File: src/rtl/pipelined_adder_pkg.sv
// Shared definitions for the pipelined adder.
// Contents:
//   DEFAULT_WIDTH / DEFAULT_STAGES - default geometry of the adder
//   signed_overflow()              - two's complement overflow from the MSB carries
package pipelined_adder_pkg;

    localparam int DEFAULT_WIDTH  = 8;
    localparam int DEFAULT_STAGES = 2;

    // A signed result overflows exactly when the carry into the sign bit
    // differs from the carry out of it.
    function automatic logic signed_overflow(input logic c_into_msb, input logic c_out_msb);
        return c_into_msb ^ c_out_msb;
    endfunction

endpackage

File: src/rtl/pipelined_adder_stage.sv
// adder_stage: combinational CHUNK-bit adder slice used by every pipeline stage.
// Ports:
//   a, b   in   CHUNK  operand chunks (b already inverted for subtraction)
//   cin    in   1      carry from the previous chunk
//   sum    out  CHUNK  chunk sum
//   cout   out  1      carry out of the chunk MSB (inter-stage carry)
//   c_msb  out  1      carry into the chunk MSB (for signed overflow)
module adder_stage #(
    parameter int CHUNK = 4
) (
    input  logic [CHUNK-1:0] a,
    input  logic [CHUNK-1:0] b,
    input  logic             cin,
    output logic [CHUNK-1:0] sum,
    output logic             cout,
    output logic             c_msb
);

    // One bit wider than the chunk so the top bit is the carry out.
    logic [CHUNK:0] full;

    assign full  = {1'b0, a} + {1'b0, b} + {{CHUNK{1'b0}}, cin};
    assign sum   = full[CHUNK-1:0];
    assign cout  = full[CHUNK];
    // Sum bit = a ^ b ^ carry-in, so the carry into the MSB falls out of an XOR.
    assign c_msb = a[CHUNK-1] ^ b[CHUNK-1] ^ sum[CHUNK-1];

endmodule

File: src/rtl/pipelined_adder.sv
// pipelined_adder: WIDTH-bit add/subtract split into STAGES chunk stages with
// the carry registered between stages, valid/ready on both sides, one
// operation per cycle and a fixed latency of STAGES cycles.
// Ports:
//   clk, rst         clock (rising edge), asynchronous active-high reset
//   in_valid/ready   input handshake; in_ready = !(out_valid && !out_ready)
//   a, b             operands (unsigned or two's complement)
//   cin              carry-in, ignored when sub=1
//   sub              0: a+b+cin, 1: a-b
//   out_valid/ready  output handshake
//   sum              registered result
//   c_out            carry out of MSB (for subtraction 1 = no borrow)
//   overflow         signed overflow
module pipelined_adder
    import pipelined_adder_pkg::*;
#(
    parameter int WIDTH  = DEFAULT_WIDTH,
    parameter int STAGES = DEFAULT_STAGES
) (
    input  logic             clk,
    input  logic             rst,
    input  logic             in_valid,
    output logic             in_ready,
    input  logic [WIDTH-1:0] a,
    input  logic [WIDTH-1:0] b,
    input  logic             cin,
    input  logic             sub,
    output logic             out_valid,
    input  logic             out_ready,
    output logic [WIDTH-1:0] sum,
    output logic             c_out,
    output logic             overflow
);

    localparam int CHUNK = WIDTH / STAGES;

    if (STAGES < 1 || STAGES > WIDTH || (WIDTH % STAGES) != 0) begin : g_bad_split
        $error("pipelined_adder: WIDTH=%0d is not split evenly into STAGES=%0d", WIDTH, STAGES);
    end

    // The whole pipeline freezes while a finished result waits downstream;
    // this depends only on registered state and out_ready.
    logic stall;

    assign stall    = out_valid & ~out_ready;
    assign in_ready = ~stall;

    for (genvar k = 0; k < STAGES; k++) begin : g_stage
        localparam int LO  = k * CHUNK;     // low bits already summed
        localparam int REM = WIDTH - LO;    // operand bits still to add, this chunk included

        logic                v_in;
        logic [REM-1:0]      a_in;
        logic [REM-1:0]      b_in;
        logic                c_in;
        logic [CHUNK-1:0]    chunk_sum;
        logic                chunk_cout;
        logic                chunk_cmsb;
        logic [LO+CHUNK-1:0] s_out;         // completed low chunks, this one on top

        if (k == 0) begin : g_src
            // Subtraction is a + ~b + 1: invert b once here, force the carry-in.
            assign v_in  = in_valid;
            assign a_in  = a;
            assign b_in  = sub ? ~b : b;
            assign c_in  = sub | cin;
            assign s_out = chunk_sum;
        end else begin : g_src
            assign v_in  = g_stage[k-1].g_reg.v_q;
            assign a_in  = g_stage[k-1].g_reg.a_q;
            assign b_in  = g_stage[k-1].g_reg.b_q;
            assign c_in  = g_stage[k-1].g_reg.c_q;
            assign s_out = {chunk_sum, g_stage[k-1].g_reg.s_q};
        end

        adder_stage #(
            .CHUNK (CHUNK)
        ) u_stage (
            .a     (a_in[CHUNK-1:0]),
            .b     (b_in[CHUNK-1:0]),
            .cin   (c_in),
            .sum   (chunk_sum),
            .cout  (chunk_cout),
            .c_msb (chunk_cmsb)
        );

        if (k < STAGES - 1) begin : g_reg
            // Upper operand chunks ride along (skew) until their stage; the
            // finished low chunks ride along (de-skew) until the output.
            logic                v_q;
            logic                c_q;
            logic [REM-CHUNK-1:0] a_q;
            logic [REM-CHUNK-1:0] b_q;
            logic [LO+CHUNK-1:0]  s_q;
            logic                 unused_cmsb;

            // Only the last stage looks at the sign-bit carry.
            assign unused_cmsb = chunk_cmsb;

            // NOTE: sequential state uses non-blocking assignments so every
            // stage samples its predecessor's value from before the edge.
            // NOTE: datapath registers are reset too, so the held outputs never
            // show X after reset even though they are don't-care while invalid.
            always_ff @(posedge clk or posedge rst) begin
                if (rst) begin
                    v_q <= 1'b0;
                    c_q <= 1'b0;
                    a_q <= '0;
                    b_q <= '0;
                    s_q <= '0;
                end else if (!stall) begin
                    v_q <= v_in;
                    c_q <= chunk_cout;
                    a_q <= a_in[REM-1:CHUNK];
                    b_q <= b_in[REM-1:CHUNK];
                    s_q <= s_out;
                end
            end
        end else begin : g_out
            always_ff @(posedge clk or posedge rst) begin
                if (rst) begin
                    out_valid <= 1'b0;
                    sum       <= '0;
                    c_out     <= 1'b0;
                    overflow  <= 1'b0;
                end else if (!stall) begin
                    out_valid <= v_in;
                    sum       <= s_out;
                    c_out     <= chunk_cout;
                    overflow  <= signed_overflow(chunk_cmsb, chunk_cout);
                end
            end
        end
    end

endmodule

File: config.mk
export PLATFORM = sky130hd
export DESIGN_NAME = pipelined_adder
export DESIGN_NICKNAME = d
export VERILOG_FILES = /design/src/rtl/pipelined_adder_pkg.sv /design/src/rtl/pipelined_adder_stage.sv /design/src/rtl/pipelined_adder.sv
export SDC_FILE = /design/constraint.sdc
export NUM_CORES = 1
export LEC_CHECK = 0
export BUFFER_PORTS_ARGS = -buffer_cell sky130_fd_sc_hd__clkbuf_2
export CAP_MARGIN = 20
export CORE_AREA = 5 5 56 58
export CTS_CLUSTER_DIAMETER = 30
export DETAILED_ROUTE_END_ITERATION = 6
export DIE_AREA = 0 0 61 63
export HOLD_SLACK_MARGIN = 0.15
export PLACE_DENSITY = 0.76
export SLEW_MARGIN = 25
export SYNTH_ARGS = -nofsm -noshare
export SYNTH_HDL_FRONTEND = slang
export SYNTH_SLANG_ARGS = --single-unit
export TNS_END_PERCENT = 1
File: constraint.sdc
create_clock -name clk -period 1.9 [get_ports clk]
set_input_delay 0.095 -clock clk [delete_from_list [all_inputs] [get_ports clk]]
set_output_delay 0.095 -clock clk [all_outputs]
set_load 0.02 [all_outputs]
==> results of run 1 <==
per-stage QoR:
stage	hold slack [ns]	total power (uW)
final	0.1996	1717
after CTS	0.1973	1704
after global routing	0.1878	1839
after floorplan	0.1223	1248
after global placement	0.1360	1422
after detailed placement	0.1476	1454
power groups by stage:
stage               logic (uW)  registers (uW)  clock network [uW]
finish                     715             770                 231
floorplan                  353             894                   0
detailed placement         669             785                   0
CTS                        692             773                 239
global route               787             792                 260
global placement           646             776                   0
metal layers:
layer | GRT usage, % | routed length, um
met1 | 17.81 | 1005
met2 | 25.67 | 1364
met3 | 1.653 | 90
met4 | 5.149 | 42
met5 | 0 | 0
cells by family (layout without fill, tap and decap cells):
| kind of cell | after synthesis | count (layout) | share of synthesized area, % |
|---|---|---|---|
| DFF | 25 | 25 | 49.07 |
| AOI/OAI and AO/OA | 17 | 17 | 7.851 |
| and+or+nand+nor | 16 | 16 | 5.497 |
| muxes | 14 | 14 | 12.66 |
| xor gates and xnor gates | 13 | 13 | 8.930 |
| adders and majority gates | 10 | 10 | 12.17 |
| buffers and inverters | 9 | 55 | 3.827 |
worst paths after layout:
path | slack (ns) | end | startpoint | cells past startpoint
min | 0.20 | g_stage[0].g_reg.s_q[0] | a[0] | 3
max in group asynchronous | 1.32 | g_stage[0].g_reg.b_q[3] | rst | 4
max reg2reg | 0.06 | overflow | g_stage[0].g_reg.b_q[0] | 7
min in group asynchronous | 0.34 | g_stage[0].g_reg.v_q | rst | 4
min reg2reg | 0.48 | out_valid | g_stage[0].g_reg.v_q | 1
max | 0.06 | overflow | g_stage[0].g_reg.b_q[0] | 7
cells in the final DEF, fill, tap and decap left out, types with 2 or more instances in the layout:
cell type and count:
a21o_1 3, a21oi_1 10, buf_4 3, clkbuf_2 33, clkbuf_4 3, dfrtp_1 25, dlygate4sd3_1 11, fa_1 2
fa_2 2, ha_1 6, inv_1 4, mux2_2 13, nand2_1 2, nand2b_1 2, nor2_1 10, o21ai_0 2
xnor2_1 6, xor2_1 7
area by class of cell:
| class | instances | share of cell area, % |
|---|---|---|
| sequential | 25 | 38.52 |
| multi-input combinational | 70 | 38.21 |
| timing repair buffer | 47 | 18.34 |
| tap | 31 | 2.388 |
| clock buffer | 4 | 1.618 |
| inverter | 4 | 0.9245 |
worst max-delay path: stages, from the launching register on:
cell	delay [ns]
dfrtp_1	0.43
fa_2	0.40
inv_1	0.08
fa_2	0.22
nand2b_4	0.14
a21oi_4	0.06
xnor2_1	0.14
mux2_4	0.26
registers in the layout, summed over array words and instances, names as in the netlist:
register and count:
g_stage.g_reg.c_q 1, overflow 1, out_valid 1, g_stage.g_reg.b_q 4, c_out 1, g_stage.g_reg.s_q 4, sum 8, g_stage.g_reg.v_q 1
g_stage.g_reg.a_q 4
what timing repair did:
action / CTS / global route
setup endpoints to repair: 0 / 1
endpoints found under the hold margin: 34 / 0
gates resized for setup: 0 / 4
hold buffers: 11 / 0
==> metrics, run 1 <==
post-synth top area share=49.07%; WP data arrival=~2 ns; post-layout utilization of the core=62.11%; fill count=~220; H-tree Lvls=1; non-filler cells, final=around 180; Async SR Flop Fraction=100.0%; Switching Fraction=a little over a third; Hold WC Path Type=input port to flop; drc violations=0; post-detail-place hpwl=roughly 1.8 mm; FMAX=~540 MHz; Slew headroom=74.27%; Sw Pwr=slightly above 600 uW; cell internal pwr=around 1100 uW; Worst EP required=~2.1 ns; Congestion Overflow GR=0; gp weighted congestion=just over 0.8; first-pass GRT wire length=roughly 4.3 mm; top-count cell post-synth=dfrtp_1; min cycle time layout=roughly 1.8 ns; post-synthesis sequential area ratio=around 49%; CP Class=flop to flop; gr usage total=between 10 and 15%; area of the mapped netlist=around 0.0013 mm^2; Warnings, synthesis=0; CTS sink cnt=25; # diodes=0; IO Count=34; Max Buffers Root-to-Sink=2; Synth area leaders=dfrtp_1, mux2_2, fa_1; Clock Skew=about 0.0074 ns; Reg power frac=between 40% and 50%; CP endpoint kind=flop; wirelength, routed=about 2.5 mm; status=finished, final reports clean; Final Slew Violations=0; Mean Syn Cell Area=around 12 um^2; starting density of the core=roughly half; Clk network pwr share=13.5%; Primary FF master, synth=dfrtp_1; Tcrit/Tclk final=97.06%; P_leak=roughly 0.00078 uW; site row count=19; Synth Register Bits=25; post-synth top area cell=dfrtp_1; Setup WS post-layout=between 0.05 and 0.06 ns; root buffer cell=clkbuf_4; core box area=0.002615 mm^2; nets=183; cell area after layout=0.001624 mm^2; Post-DP Area=approximately 0.0015 mm^2; setup total negative slack=0 ns; CP startpoint kind=flop; final setup vio count=0; area of the multi-input gates=620.6 um^2; later-pin clock latency in the skew report=slightly above 0.3 ns; Post-CTS Setup Inserts=0; Pwr per Cell Area=around 1100 mW/mm^2; area delta synth->final=27.38%; Place WS=-0.01398 ns; clock slew at reported path FFs=~0.13 ns; Slew @ Worst Pin=between 0.3 and 0.4 ns; Max IR drop VDD=just over 0.6 mV; Sequential Area=about 630 um^2; top post-synthesis cells by count=dfrtp_1, mux2_2, a21oi_1, nor2_1, xor2_1; final hold vios=0; Comb power frac=about two fifths; WL/cell=13.83 um; Post-Syn Instances=~100; via count of the routed design=884; DRT iter0 DRCs=6; share of post-route cells with drive strength above 1=roughly two fifths; total iterations of the first detailed-routing run=4; largest net degree at the start of global routing=37; Mapped Nets=between 100 and 150; count of different cell masters after synthesis=19; Final ANT Viol Nets=0; initial antenna violation count=0; total CTS buffers=3; CTS tree=done; vias per cell=between 4 and 5; die area=around 0.0038 mm^2; number of synthesized flops with an enable pin=0; die extent in x=just over 60 um; total placed cells including tap cells=around 170; Max Cap Viol=0; port bufs=33; CP Max Fanout=2; Die Y=63 um; number of global-route vias before repair=slightly above 1000
Power figures use the tool's default switching activity.
==> run 2, diff against run 1 <==
--- a/config.mk
+++ b/config.mk
@@ -7,12 +7,15 @@
 export LEC_CHECK = 0
 export BUFFER_PORTS_ARGS = -buffer_cell sky130_fd_sc_hd__clkbuf_2
 export CAP_MARGIN = 20
-export CORE_AREA = 5 5 56 58
+export CELL_PAD_IN_SITES_DETAIL_PLACEMENT = 1
+export CELL_PAD_IN_SITES_GLOBAL_PLACEMENT = 2
+export CORE_AREA = 5 5 69 71
 export CTS_CLUSTER_DIAMETER = 30
 export DETAILED_ROUTE_END_ITERATION = 6
-export DIE_AREA = 0 0 61 63
+export DIE_AREA = 0 0 74 76
 export HOLD_SLACK_MARGIN = 0.15
-export PLACE_DENSITY = 0.76
+export PLACE_DENSITY_LB_ADDON = 0.1
+export SKIP_CTS_REPAIR_TIMING = 1
 export SLEW_MARGIN = 25
 export SYNTH_ARGS = -nofsm -noshare
 export SYNTH_HDL_FRONTEND = slang
==> run 2 against run 1 <==
Compared with the run above: total power rose by 3.1%; fmax is 1.7% higher; first-iteration DRC count rose by 50%; non-clock buffer count unchanged; sequential power is 0.8% higher; highest routed layer unchanged.
==> metrics, run 2 (synthesis results as in run 1) <==
CTS sink cnt=25 (unchanged); Slew @ Worst Pin=0.3286 ns (was 0.3859 ns); vias per cell=4.545 (was 4.884); RSZ-0062 raised after global routing=no; CP endpoint kind=flop (unchanged); final hold vios=0 (unchanged); Die Y=76 um (was 63 um); CP Max Fanout=2 (unchanged); root buffer cell=clkbuf_8 (was clkbuf_4); die area=0.005624 mm^2 (was 0.003843 mm^2); Max Cap Viol=0 (unchanged); Hold WS=0.1470 ns (was 0.1996 ns); Pwr per Cell Area=1075 mW/mm^2 (was 1057 mW/mm^2); WL/cell=13.60 um (was 13.83 um); most frequent cells in the layout=clkbuf_2, dfrtp_1, mux2_2 (unchanged); final setup vio count=0 (unchanged); area delta synth->final=29.15% (was 27.38%); wirelength, routed=2.748 mm (was 2.503 mm); core box area=0.004174 mm^2 (was 0.002615 mm^2); largest net degree at the start of global routing=26 (was 37); Congestion Overflow GR=0 (unchanged); P_leak=0.0007840 uW (was 0.0007821 uW); H-tree Lvls=1 (unchanged); status=finished, final reports clean (unchanged); non-filler cells, final=202 (was 181); Worst EP required=2.05 ns (was 2.11 ns); die extent in x=74 um (was 61 um); min cycle time layout=1.814 ns (was 1.844 ns); clock slew at reported path FFs=0.09 ns (was 0.13 ns); most common cell after layout, fill and taps aside=clkbuf_2 (unchanged); nets=183 (unchanged); CP Cell Sequence=fa_1 -> inv_1 -> fa_2 -> nand2b_1 -> a21oi_2 -> xnor2_1 -> mux2_4 (was fa_2 -> inv_1 -> fa_2 -> nand2b_4 -> a21oi_4 -> xnor2_1 -> mux2_4); FMAX=551.4 MHz (was 542.3 MHz); via count of the routed design=918 (was 884); IO Count=34 (unchanged); post-detail-place hpwl=2.154 mm (was 1.816 mm); number of global-route vias before repair=968 (was 1007); CP max stage cell=fa_1 (was dfrtp_1); initial antenna violation count=0 (unchanged); site row count=24 (was 19); gr usage total=10.06% (was 14.62%); largest register by flop count=sum (unchanged); CP Class=flop to flop (unchanged); max incr delay on CP=0.44 ns (was 0.43 ns); total iterations of the first detailed-routing run=4 (unchanged); Max Buffers Root-to-Sink=2 (unchanged); total placed cells including tap cells=189 (was 166); Final ANT Viol Nets=0 (unchanged); WP data arrival=1.97 ns (was 2.05 ns); Final Slew Violations=0 (unchanged); Clock Skew=0.001918 ns (was 0.007427 ns); Slew headroom=78.09% (was 74.27%); post-layout utilization of the core=39.45% (was 62.11%); Hold WC Path Type=input port to flop (unchanged); share of post-route cells with drive strength above 1=39.33% (unchanged); max reg flops=8 (unchanged); first-pass GRT wire length=4.422 mm (was 4.326 mm); total CTS buffers=3 (unchanged); CTS tree=done (unchanged); Tcrit/Tclk final=95.45% (was 97.06%); Design Power=1770 uW (was 1717 uW); # diodes=0 (unchanged); port bufs=33 (unchanged); DRT iter0 DRCs=9 (was 6); later-pin clock latency in the skew report=0.26 ns (was 0.31 ns); starting density of the core=30.55% (was 48.76%); gp weighted congestion=0.6614 (was 0.8281); Max IR drop VDD=0.3985 mV (was 0.6075 mV); CP startpoint kind=flop (unchanged); drc violations=0 (unchanged); fill count=481 (was 223)
-- run 2: changes by cell type in the layout (fill, tap and decap cells not counted), moves of 2 or more --
cell           delta
buf_4             +2
dlygate4sd3_1     -2
clkbuf_4          -3
clkbuf_8          +3
-- run 2: final cells by class --
class	instances	area [um^2]	area share, %
flip-flops and latches	25	625.6	37.99
multi-input cells	70	603.1	36.63
repair buffers	47	292.8	17.78
well taps	52	65.06	3.951
clock buffers	4	45.04	2.736
inverters	4	15.01	0.9119
-- run 2: metrics by stage --
| step | setup WS [ns] | instance area [um^2] | setup TNS (ns) |
|---|---|---|---|
| floorplan | 0.02412 | 1275 | 0 |
| global placement | 0.02290 | 1509 | 0 |
| detailed placement | -0.04395 | 1509 | -0.04395 |
| CTS | 0.07456 | 1554 | 0 |
| global route | 0.0009430 | 1647 | 0 |
| finish | 0.08649 | 1647 | 0 |
-- run 2: per-layer routing --
metal | track usage [%] | share of wire (%) | vias up
li1 | - | - | 436
met1 | 13.33 | 44 | 462
met2 | 16.49 | 52 | 18
met3 | 2.375 | 3.8 | 2
met4 | 2.174 | 0.44 | 0
met5 | 0 | 0 | -
-- run 2: power by group --
| group | leakage (uW) | switching [uW] | internal [uW] |
|---|---|---|---|
| registers | 0.000289 | 87.2 | 689 |
| logic | 0.000473 | 367 | 316 |
| clock network | 0.0000228 | 161 | 150 |
-- run 2: worst max-delay path, delay by kind of cell (launching register included) --
family                   cells  cell delay (ns)
adder cells (fa/ha/maj)      2             0.65
flip-flops                   1             0.41
multiplexers                 1             0.25
AND/OR/NAND/NOR              1             0.12
XOR/XNOR                     1             0.12
buffers and inverters        1             0.09
AO/OA/AOI/OAI                1             0.07
-- run 2: worst paths after layout --
check / start / to / slack (ns) / cells after the start
worst max-delay path: g_stage[0].g_reg.c_q / overflow / 0.09 / 7
worst min-delay path: b[5] / g_stage[0].g_reg.b_q[1] / 0.15 / 4
worst max register to register: g_stage[0].g_reg.c_q / overflow / 0.09 / 7
worst min register to register: g_stage[0].g_reg.v_q / out_valid / 0.47 / 1
max in group asynchronous: rst / sum[3] / 1.24 / 4
min in group asynchronous: rst / overflow / 0.41 / 4
==> run 3, diff against run 2 <==
--- a/config.mk
+++ b/config.mk
@@ -5,14 +5,14 @@
 export SDC_FILE = /design/constraint.sdc
 export NUM_CORES = 1
 export LEC_CHECK = 0
-export BUFFER_PORTS_ARGS = -buffer_cell sky130_fd_sc_hd__clkbuf_2
+export BUFFER_PORTS_ARGS = -buffer_cell sky130_fd_sc_hd__buf_2
 export CAP_MARGIN = 20
 export CELL_PAD_IN_SITES_DETAIL_PLACEMENT = 1
 export CELL_PAD_IN_SITES_GLOBAL_PLACEMENT = 2
-export CORE_AREA = 5 5 69 71
+export CORE_AREA = 5 5 67 69
 export CTS_CLUSTER_DIAMETER = 30
 export DETAILED_ROUTE_END_ITERATION = 6
-export DIE_AREA = 0 0 74 76
+export DIE_AREA = 0 0 72 74
 export HOLD_SLACK_MARGIN = 0.15
 export PLACE_DENSITY_LB_ADDON = 0.1
 export SKIP_CTS_REPAIR_TIMING = 1
==> constraint.sdc (replaced) <==
create_clock -name clk -period 2.3 [get_ports clk]
set_input_delay 0.115 -clock clk [delete_from_list [all_inputs] [get_ports clk]]
set_output_delay 0.115 -clock clk [all_outputs]
set_load 0.02 [all_outputs]
==> run 3 against run 2 <==
Compared with the run above: global-route usage increased by 0.19 points; die area decreased by 5.3%; count of clock-buffer cells in the layout decreased by 1; first-iteration DRC count increased to 4.2 times the previous value; total power decreased by 18%; worst setup slack improved by 0.33 ns; cell count decreased by 2.5%; clock skew decreased by 0.00062 ns; critical path type unchanged; core utilization increased by 2.6 points; sequential power decreased by 19%; wire length decreased by 7.9%; combinational power decreased by 18%.
==> metrics, run 3 (synthesis results as in run 1) <==
port bufs=33 (unchanged); total iterations of the first detailed-routing run=4 (unchanged); via count of the routed design=883 (was 918); die area=0.005328 mm^2 (was 0.005624 mm^2); total CTS buffers=3 (unchanged); nets=180 (was 183); RSZ-0062 raised after global routing=no (unchanged); Slew @ Worst Pin=0.3885 ns (was 0.3286 ns); CP startpoint kind=flop (unchanged); routed length on met2=1.327 mm (was 1.427 mm); vias per cell=4.482 (was 4.545); Hold WC Path Type=input port to flop (unchanged); Place WS=0.2703 ns (was -0.04395 ns); Worst path most repeated cell=fa_1; FMAX=529.6 MHz (was 551.4 MHz); WL/cell=12.85 um (was 13.60 um); Metal-1 WL=1.048 mm (was 1.204 mm); status=finished, final reports clean (unchanged); CP Class=flop to flop (unchanged); reg-to-reg slack, setup=0.41 ns (was 0.09 ns); CP endpoint kind=flop (unchanged); setup total negative slack=0 ns (unchanged); DRT iter0 DRCs=38 (was 9); max incr delay on CP=0.39 ns (was 0.44 ns); root buffer cell=clkbuf_8 (unchanged); drc violations=0 (unchanged); most common cell after layout, fill and taps aside=buf_2 (was clkbuf_2); CTS tree=done (unchanged); post-detail-place hpwl=1.906 mm (was 2.154 mm); Congestion Overflow GR=0 (unchanged); wirelength, routed=2.531 mm (was 2.748 mm); gp weighted congestion=0.7437 (was 0.6614); Pwr per Cell Area=894.2 mW/mm^2 (was 1075 mW/mm^2); die extent in x=72 um (was 74 um); Max Cap Viol=0 (unchanged); Worst EP required=2.46 ns (was 2.05 ns); Slew headroom=74.10% (was 78.09%); first-pass GRT wire length=4.195 mm (was 4.422 mm); final setup vio count=0 (unchanged); clock slew at reported path FFs=0.09 ns (about the same); # diodes=0 (unchanged); initial antenna violation count=0 (unchanged); gr usage total=10.25% (was 10.06%); max reg flops=8 (unchanged); P_leak=0.0007649 uW (was 0.0007840 uW); Final ANT Viol Nets=0 (unchanged); WP data arrival=2.05 ns (was 1.97 ns); CP top delay family=adder cells (unchanged); CP Cell Sequence=fa_1 -> inv_1 -> fa_1 -> nand2b_1 -> a21oi_2 -> xnor2_1 -> mux2_4 (was fa_1 -> inv_1 -> fa_2 -> nand2b_1 -> a21oi_2 -> xnor2_1 -> mux2_4); later-pin clock latency in the skew report=0.27 ns (was 0.26 ns); core box area=0.003856 mm^2 (was 0.004174 mm^2); share of post-route cells with drive strength above 1=38.10% (was 39.33%); CP Buf/Inv Count=1 (unchanged); Setup WS post-layout=0.4119 ns (was 0.08649 ns); Hold WS=0.1497 ns (was 0.1470 ns); Die Y=74 um (was 76 um); Max Buffers Root-to-Sink=2 (unchanged); final hold vios=0 (unchanged); site row count=23 (was 24); min cycle time layout=1.888 ns (was 1.814 ns); Clock Skew=0.001295 ns (was 0.001918 ns); Max Used Layer=met4 (unchanged); CP Max Fanout=2 (unchanged); CP max stage cell=dfrtp_1 (was fa_1); Max IR drop VDD=0.2296 mV (was 0.3985 mV); Tcrit/Tclk final=82.09% (was 95.45%); number of global-route vias before repair=907 (was 968); CTS sink cnt=25 (unchanged); IO Count=34 (unchanged); DR WL met3=114 um (was 104 um); area delta synth->final=27.09% (was 29.15%); H-tree Lvls=1 (unchanged); Final Slew Violations=0 (unchanged); starting density of the core=33.06% (was 30.55%); largest register by flop count=sum (unchanged); largest net degree at the start of global routing=37 (was 26); most frequent cells in the layout=buf_2, dfrtp_1, mux2_2 (was clkbuf_2, dfrtp_1, mux2_2)
## run 3: cell count changes in the layout (fill, tap and decap cells not counted), sizes merged
cell and change:
clkbuf -34, buf +30, clkinv +1
## run 3: through the flow
step	instances	power, uW	utilization [%]	area (um^2)
2_1_floorplan	104	1031	-	1275
3_3_place_gp	184	1183	38.48	1484
3_5_place_dp	184	1205	38.48	1484
4_1_cts	188	1469	39.68	1530
5_1_grt	197	1564	42.02	1620
6_report	197	1449	42.02	1620
## run 3: path summary, 6_finish.rpt
path,cells after the start,from,endpoint
worst min register to register,1,g_stage[0].g_reg.v_q,out_valid
worst max register to register,7,g_stage[0].g_reg.c_q,overflow
min in group asynchronous,4,rst,c_out
worst max-delay path,7,g_stage[0].g_reg.c_q,overflow
worst min-delay path,4,b[5],g_stage[0].g_reg.b_q[1]
max in group asynchronous,4,rst,g_stage[0].g_reg.s_q[1]
## run 3: routing by layer
metal	up-vias	global-route usage, %
met5	-	0
met4	0	5.637
met3	4	1.757
met2	24	18.37
met1	424	11.65
li1	431	-
## run 3: final cells by class
cell class                      instances  area [um^2]
Clock buffer                            3        41.29
Clock inverter                          1        5.005
Fill cell                             455         2236
Inverter                                4        15.01
Multi-Input combinational cell         70        600.6
Sequential cell                        25        625.6
Tap cell                               50        62.56
Timing Repair Buffer                   44        270.3
## run 3: worst register-to-register path, delay by kind of cell, from the launching register on
kind / cells / cell delay, ns
xor+xnor: 1 / 0.09
mux: 1 / 0.25
fa+ha+maj: 2 / 0.63
flops: 1 / 0.39
buf+inv: 1 / 0.08
simple gates: 1 / 0.17
compound gates: 1 / 0.16
## run 3: power breakdown
part | switching [uW] | internal, uW | total (uW) | leakage (uW)
Sequential | 61.7 | 569 | 630 | 0.000289
Combinational | 298 | 259 | 557 | 0.000451
Clock | 141 | 121 | 262 | 0.0000255
